[config.mk]
export PLATFORM = sky130hd
export DESIGN_NAME = es_pop_drain
export DESIGN_NICKNAME = d
export VERILOG_FILES = /design/src/rtl/es_pop_drain.sv
export SDC_FILE = /design/constraint.sdc
export NUM_CORES = 1
export LEC_CHECK = 0
export BUFFER_PORTS_ARGS = -buffer_cell sky130_fd_sc_hd__buf_2
export CAP_MARGIN = 25
export CORE_AREA = 4 4 42 81
export DETAILED_ROUTE_END_ITERATION = 7
export DIE_AREA = 0 0 46 85
export GPL_ROUTABILITY_DRIVEN = 0
export HOLD_SLACK_MARGIN = 0.08
export PLACE_DENSITY = 0.88
export SLEW_MARGIN = 15
export SYNTH_ARGS = -nofsm -noshare
export SYNTH_HDL_FRONTEND = slang
export SYNTH_SLANG_ARGS = --single-unit
[constraint.sdc]
create_clock -name clk -period 3.6 [get_ports clk]
set_clock_uncertainty 0.15 [all_clocks]
set_input_delay 0.18 -clock clk [delete_from_list [all_inputs] [get_ports clk]]
set_output_delay 0.18 -clock clk [all_outputs]
set_load 0.005 [all_outputs]
[src/rtl/es_pop_drain.sv]
// -----------------------------------------------------------------------------
// es_pop_drain
//
// Pop-side sequencer for the expression stack (ex_stack). When a request is
// accepted it pops 1..MAX_POP entries by pulsing ESAct with ESOp=POP_OP. Each
// top-of-stack value (tosRega) is captured and then offered, one at a time, on
// a valid/ready output stream. The stack depth is checked before any pop is
// issued, so an underflow never reaches the stack.
//
// Optional feature (macro ES_POP_PEEK_EN):
//   Adds the input 'peek'. A peek request reads tosRega and then tosRegb
//   without popping. ESAct stays low and the SETTLE state is skipped. Only
//   counts of 1 or 2 are legal for a peek.
//
// Ports:
//   clk            system clock, rising edge
//   reset          asynchronous active-high reset
//   req            start request, sampled only in IDLE
//   req_count      entries to pop (1..MAX_POP)
//   es_depth       current stack occupancy
//   tosRega        stack outA (top of stack)
//   tosRegb        stack outB (second entry), used only by peek
//   peek           (ES_POP_PEEK_EN only) read without popping
//   ESOp / ESAct   stack operation code and one-cycle action strobe
//   out_data       popped value
//   out_valid      out_data is valid
//   out_ready      downstream accepts out_data
//   busy           sequencer is not in IDLE
//   err_underflow  sticky flag for an illegal request
//   done           one-cycle pulse after the last value is accepted
// -----------------------------------------------------------------------------
module es_pop_drain #(
    parameter int         WIDTH   = 16,
    parameter int         MAX_POP = 4,
    parameter logic [1:0] POP_OP  = 2'b10,
    parameter logic [1:0] NOP_OP  = 2'b00
) (
    input  logic             clk,
    input  logic             reset,
    input  logic             req,
    input  logic [2:0]       req_count,
    input  logic [4:0]       es_depth,
    input  logic [WIDTH-1:0] tosRega,
    input  logic [WIDTH-1:0] tosRegb,
`ifdef ES_POP_PEEK_EN
    input  logic             peek,
`endif
    output logic [1:0]       ESOp,
    output logic             ESAct,
    output logic [WIDTH-1:0] out_data,
    output logic             out_valid,
    input  logic             out_ready,
    output logic             busy,
    output logic             err_underflow,
    output logic             done
);

    typedef enum logic [2:0] {
        S_IDLE,
        S_LOAD,
        S_PRESENT,
        S_SETTLE,
        S_FINISH
    } state_t;

    state_t     state;
    logic [2:0] remaining;
    logic       req_illegal;
    logic       pop_now;

`ifdef ES_POP_PEEK_EN
    logic peek_mode;
    logic peek_second;
`else
    logic unused_tosb;
    assign unused_tosb = ^tosRegb;
`endif

    // A request is rejected when the count is zero, larger than MAX_POP, or
    // larger than the current depth. es_depth is only looked at here, in IDLE.
    always_comb begin
        req_illegal = 1'b0;
        if (req_count == 3'd0)
            req_illegal = 1'b1;
        if (int'(req_count) > MAX_POP)
            req_illegal = 1'b1;
        if ({2'b00, req_count} > es_depth)
            req_illegal = 1'b1;
`ifdef ES_POP_PEEK_EN
        if (peek && (req_count > 3'd2))
            req_illegal = 1'b1;
`endif
    end

    // The pop strobe exists only for the LOAD cycle, so the stack pops on the
    // same edge that captures the old top of stack into out_data.
    always_comb begin
        pop_now = (state == S_LOAD);
`ifdef ES_POP_PEEK_EN
        if (peek_mode)
            pop_now = 1'b0;
`endif
    end

    assign ESAct = pop_now;
    assign ESOp  = pop_now ? POP_OP : NOP_OP;
    assign busy  = (state != S_IDLE);

    // Main sequencer: state, remaining count, and the registered stream outputs.
    always_ff @(posedge clk or posedge reset) begin
        if (reset) begin
            state         <= S_IDLE;
            remaining     <= 3'd0;
            out_data      <= '0;
            out_valid     <= 1'b0;
            err_underflow <= 1'b0;
            done          <= 1'b0;
`ifdef ES_POP_PEEK_EN
            peek_mode     <= 1'b0;
            peek_second   <= 1'b0;
`endif
        end else begin
            done <= 1'b0;
            case (state)
                S_IDLE: begin
                    out_valid <= 1'b0;
                    if (req) begin
                        if (req_illegal) begin
                            err_underflow <= 1'b1;
                        end else begin
                            err_underflow <= 1'b0;
                            remaining     <= req_count;
                            state         <= S_LOAD;
`ifdef ES_POP_PEEK_EN
                            peek_mode     <= peek;
                            peek_second   <= 1'b0;
`endif
                        end
                    end
                end

                S_LOAD: begin
`ifdef ES_POP_PEEK_EN
                    // A peek reads outA first and outB second; a pop always
                    // reads outA because the stack has shifted by then.
                    out_data    <= (peek_mode && peek_second) ? tosRegb : tosRega;
                    peek_second <= 1'b1;
`else
                    out_data    <= tosRega;
`endif
                    if (remaining != 3'd0)
                        remaining <= remaining - 3'd1;
                    out_valid <= 1'b1;
                    state     <= S_PRESENT;
                end

                S_PRESENT: begin
                    if (out_valid && out_ready) begin
                        out_valid <= 1'b0;
                        if (remaining == 3'd0) begin
                            done  <= 1'b1;
                            state <= S_FINISH;
                        end else begin
`ifdef ES_POP_PEEK_EN
                            state <= peek_mode ? S_LOAD : S_SETTLE;
`else
                            state <= S_SETTLE;
`endif
                        end
                    end
                end

                // One idle cycle so the stack's registered outA reflects the pop.
                S_SETTLE: begin
                    state <= S_LOAD;
                end

                S_FINISH: begin
                    out_valid <= 1'b0;
                    state     <= S_IDLE;
                end

                default: begin
                    state <= S_IDLE;
                end
            endcase
        end
    end

endmodule

==> impl_results.md <==
- Outcome: finished, final reports clean
- Startpoint type of the worst setup path: flip-flop
- Worst hold-check path type: input pin to flip-flop
- Fillers: 229
- IR drop worst, VDD: 201 uV
- Initial DRC count: 4
- Final wirelength: 2850 um
- Largest net degree at the start of global routing: 26
- RSZ-0062 raised after global routing: false
- GRT overflow: 0
- Clock latency on the worst-skew pair: 0.26 ns
- Antenna cells: 0
- Arr. time, crit path: 1.91 ns
- Global-route usage over all layers: 16.2%
- CTS tree: yes
- Layout area overhead: 38.8%
- Layout cells sized above 1: 43.4%
- Critical path type: flip-flop to output pin
- CTS Buffer Depth: 2
- Final Slew Violations: 0
- Leak: 0.933 nW
- Area of the multi-input gates: 547 um^2
- Worst Tran Pin Value: 0.945 ns
- Detailed-route via count: 1044
- Die height: 85 um
- Global-route wire length before repair: 4750 um
- CTS Sinks: 25
- Tcrit/Tclk final: 62.2%
- R2R setup slack: 1.40 ns
- Crit-path max FO: 22
- Max Fclk: 0.447 GHz
- I/O pin count: 67
- Core ar.: 2770 um^2
- Layout Cells excl Fill: 202
- Final HPWL from detailed placement: 2140 um
- Avg WL per Cell: 14.1 um
- Final TNS setup: 0 ns
- Data required time of the worst path: 3.27 ns
- Syn_nets: 156
- IO buf count: 49
- Register area: 626 um^2
- Synth Register Bits: 25
- Post-Syn Area per Cell: 11.7 um^2
- # H-tree levels: 1
- Post-Syn Instances: 107
- Die width: 46 um
- Synth top area share: 49.8%
- Vias per cell: 5.17
- Cell taking the most area after synthesis: dfrtp_1
- Initial antenna violation count: 0
- Vias in the first global route: 1191
- Placed cells: 178
- Cell Area, Synth: 1260 um^2
- CP endpoint kind: output pin
- Clock transition at the registers of the reported paths: 0.08 ns
- DRT Pass-1 Iters: 2
- Max-slew headroom: 36.9%
- Final hold slack: 0.0949 ns
- Synth warn: 0
- Post-route DRC: 0
- Count of cell types in the netlist: 31
- # setup viols final: 0
- Register area share after synthesis: 49.8%
- Clk root buf: clkbuf_8
- Routed Antenna Nets: 0
- Die area: 3910 um^2
- Area contributors post-synth: dfrtp_1 50%, mux2_2 14%, ha_1 5.0%, a21oi_1 2.8%, nor2_1 2.7%
- Initial core utilization: 45.3%
- Clock buffer count from CTS: 3
- PD cells: 286 nW/um^2
- Min Tclk post-route: 2.24 ns
- # rows: 27
- Final hold violations: 0
- Nets: 223
- Total of max-cap violations: 0
==> where the power goes <==
group	total, mW	internal, mW	switching (mW)
logic	0.0562	0.0339	0.0223
registers	0.282	0.281	0.000520
clock network	0.160	0.0772	0.0832
==> worst max-delay path, stage by stage (launching register included) <==
cell	delay, ns
dfrtp_1	0.54
nor3b_4	0.85
buf_2	0.25
==> timing repair <==
| action | 4_1_cts | 5_1_grt |
|---|---|---|
| resized for setup | 0 | 0 |
| hold endpoints to repair | 43 | 0 |
| hold buffers | 19 | 0 |
| setup buffers | 0 | 0 |
==> metal layers <==
metal / global-route usage (%) / share of wire, %
met3: 2.12 / 3.7
met5: 0 / 0
met2: 29.9 / 60
met1: 14.9 / 33
met4: 10.4 / 3.8
==> worst paths after layout <==
check                                     startpoint                   endpoint  depth (start not counted)
setup / recovery                state[0]$_DFFE_PP0P_                      ESAct                          2
hold / removal                          req_count[2]   remaining[2]$_DFFE_PP0P_                          3
setup reg to reg                state[0]$_DFFE_PP0P_   remaining[0]$_DFFE_PP0P_                          4
hold reg to reg            err_underflow$_DFFE_PP0P_  err_underflow$_DFFE_PP0P_                          1
max in group asynchronous                      reset    out_data[1]$_DFFE_PP0P_                          4
min in group asynchronous                      reset   out_data[12]$_DFFE_PP0P_                          3
==> cell usage in the layout (no fill, tap or decap), drive strengths merged, types with 2 or more instances in the layout <==
cell type,instances
clkbuf,3
a21oi,7
inv,7
nand3,2
nand2b,2
ha,5
dlygate4sd3,19
mux2,16
nand2,3
dfrtp,25
o21ai,5
nor2,9
buf,50
nor4b,3
nor2b,2
==> registers in the layout, indices dropped and copies added, names as in the netlist <==
name and count:
state 3, err_underflow 1, done 1, out_valid 1, remaining 3, out_data 16
==> synthesized netlist by cell type <==
| cell | n |
|---|---|
| dfrtp_1 | 25 |
| o21a_1 | 1 |
| nor2b_1 | 2 |
| nand3_1 | 2 |
| nor2_1 | 9 |
| nor3b_4 | 1 |
| nor4b_4 | 1 |
| or2_2 | 1 |
| buf_2 | 1 |
| nor4b_1 | 2 |
| nand4_1 | 1 |
| buf_4 | 4 |
| a21oi_1 | 7 |
| ha_1 | 5 |
| and2_1 | 1 |
| and2b_1 | 1 |
| inv_1 | 7 |
| o31ai_1 | 1 |
| nand2b_1 | 2 |
| a311oi_1 | 1 |
| or3_1 | 1 |
| o21ai_1 | 2 |
| o21ai_0 | 3 |
| nand3b_1 | 1 |
| mux2_2 | 16 |
| xnor2_1 | 1 |
| conb_1 | 1 |
| a221oi_2 | 1 |
| o211ai_2 | 1 |
| nand2_1 | 3 |
| buf_6 | 2 |
==> stage by stage <==
stage                     total power, mW  utilization [%]  cell area (um^2)  setup slack (ns)
after floorplan                     0.304                -              1260              1.95
after global placement              0.321             53.4              1480              1.48
after detailed placement            0.325             53.4              1480              1.42
after CTS                           0.503             62.0              1720              1.34
after global routing                0.527             63.0              1740              1.17
final                               0.499             63.0              1740              1.36
==> kinds of logic after synthesis <==
kind of cell	share of synthesized area, %
DFF	49.8
adders and majority gates	4.98
and+or+nand+nor	14.3
buffers and inverters	6.67
xor gates and xnor gates	0.697
AOI/OAI and AO/OA	8.86
muxes	14.3
other	0.299
==> final cells by class <==
cell class,count,area share (%)
sequential,25,35.9
multi-input combinational,68,31.3
timing repair buffer,69,26.5
clock buffer,3,2.37
tap,29,2.08
inverter,7,1.51
clock inverter,1,0.287
No activity file was read; power rests on OpenSTA's default activity.
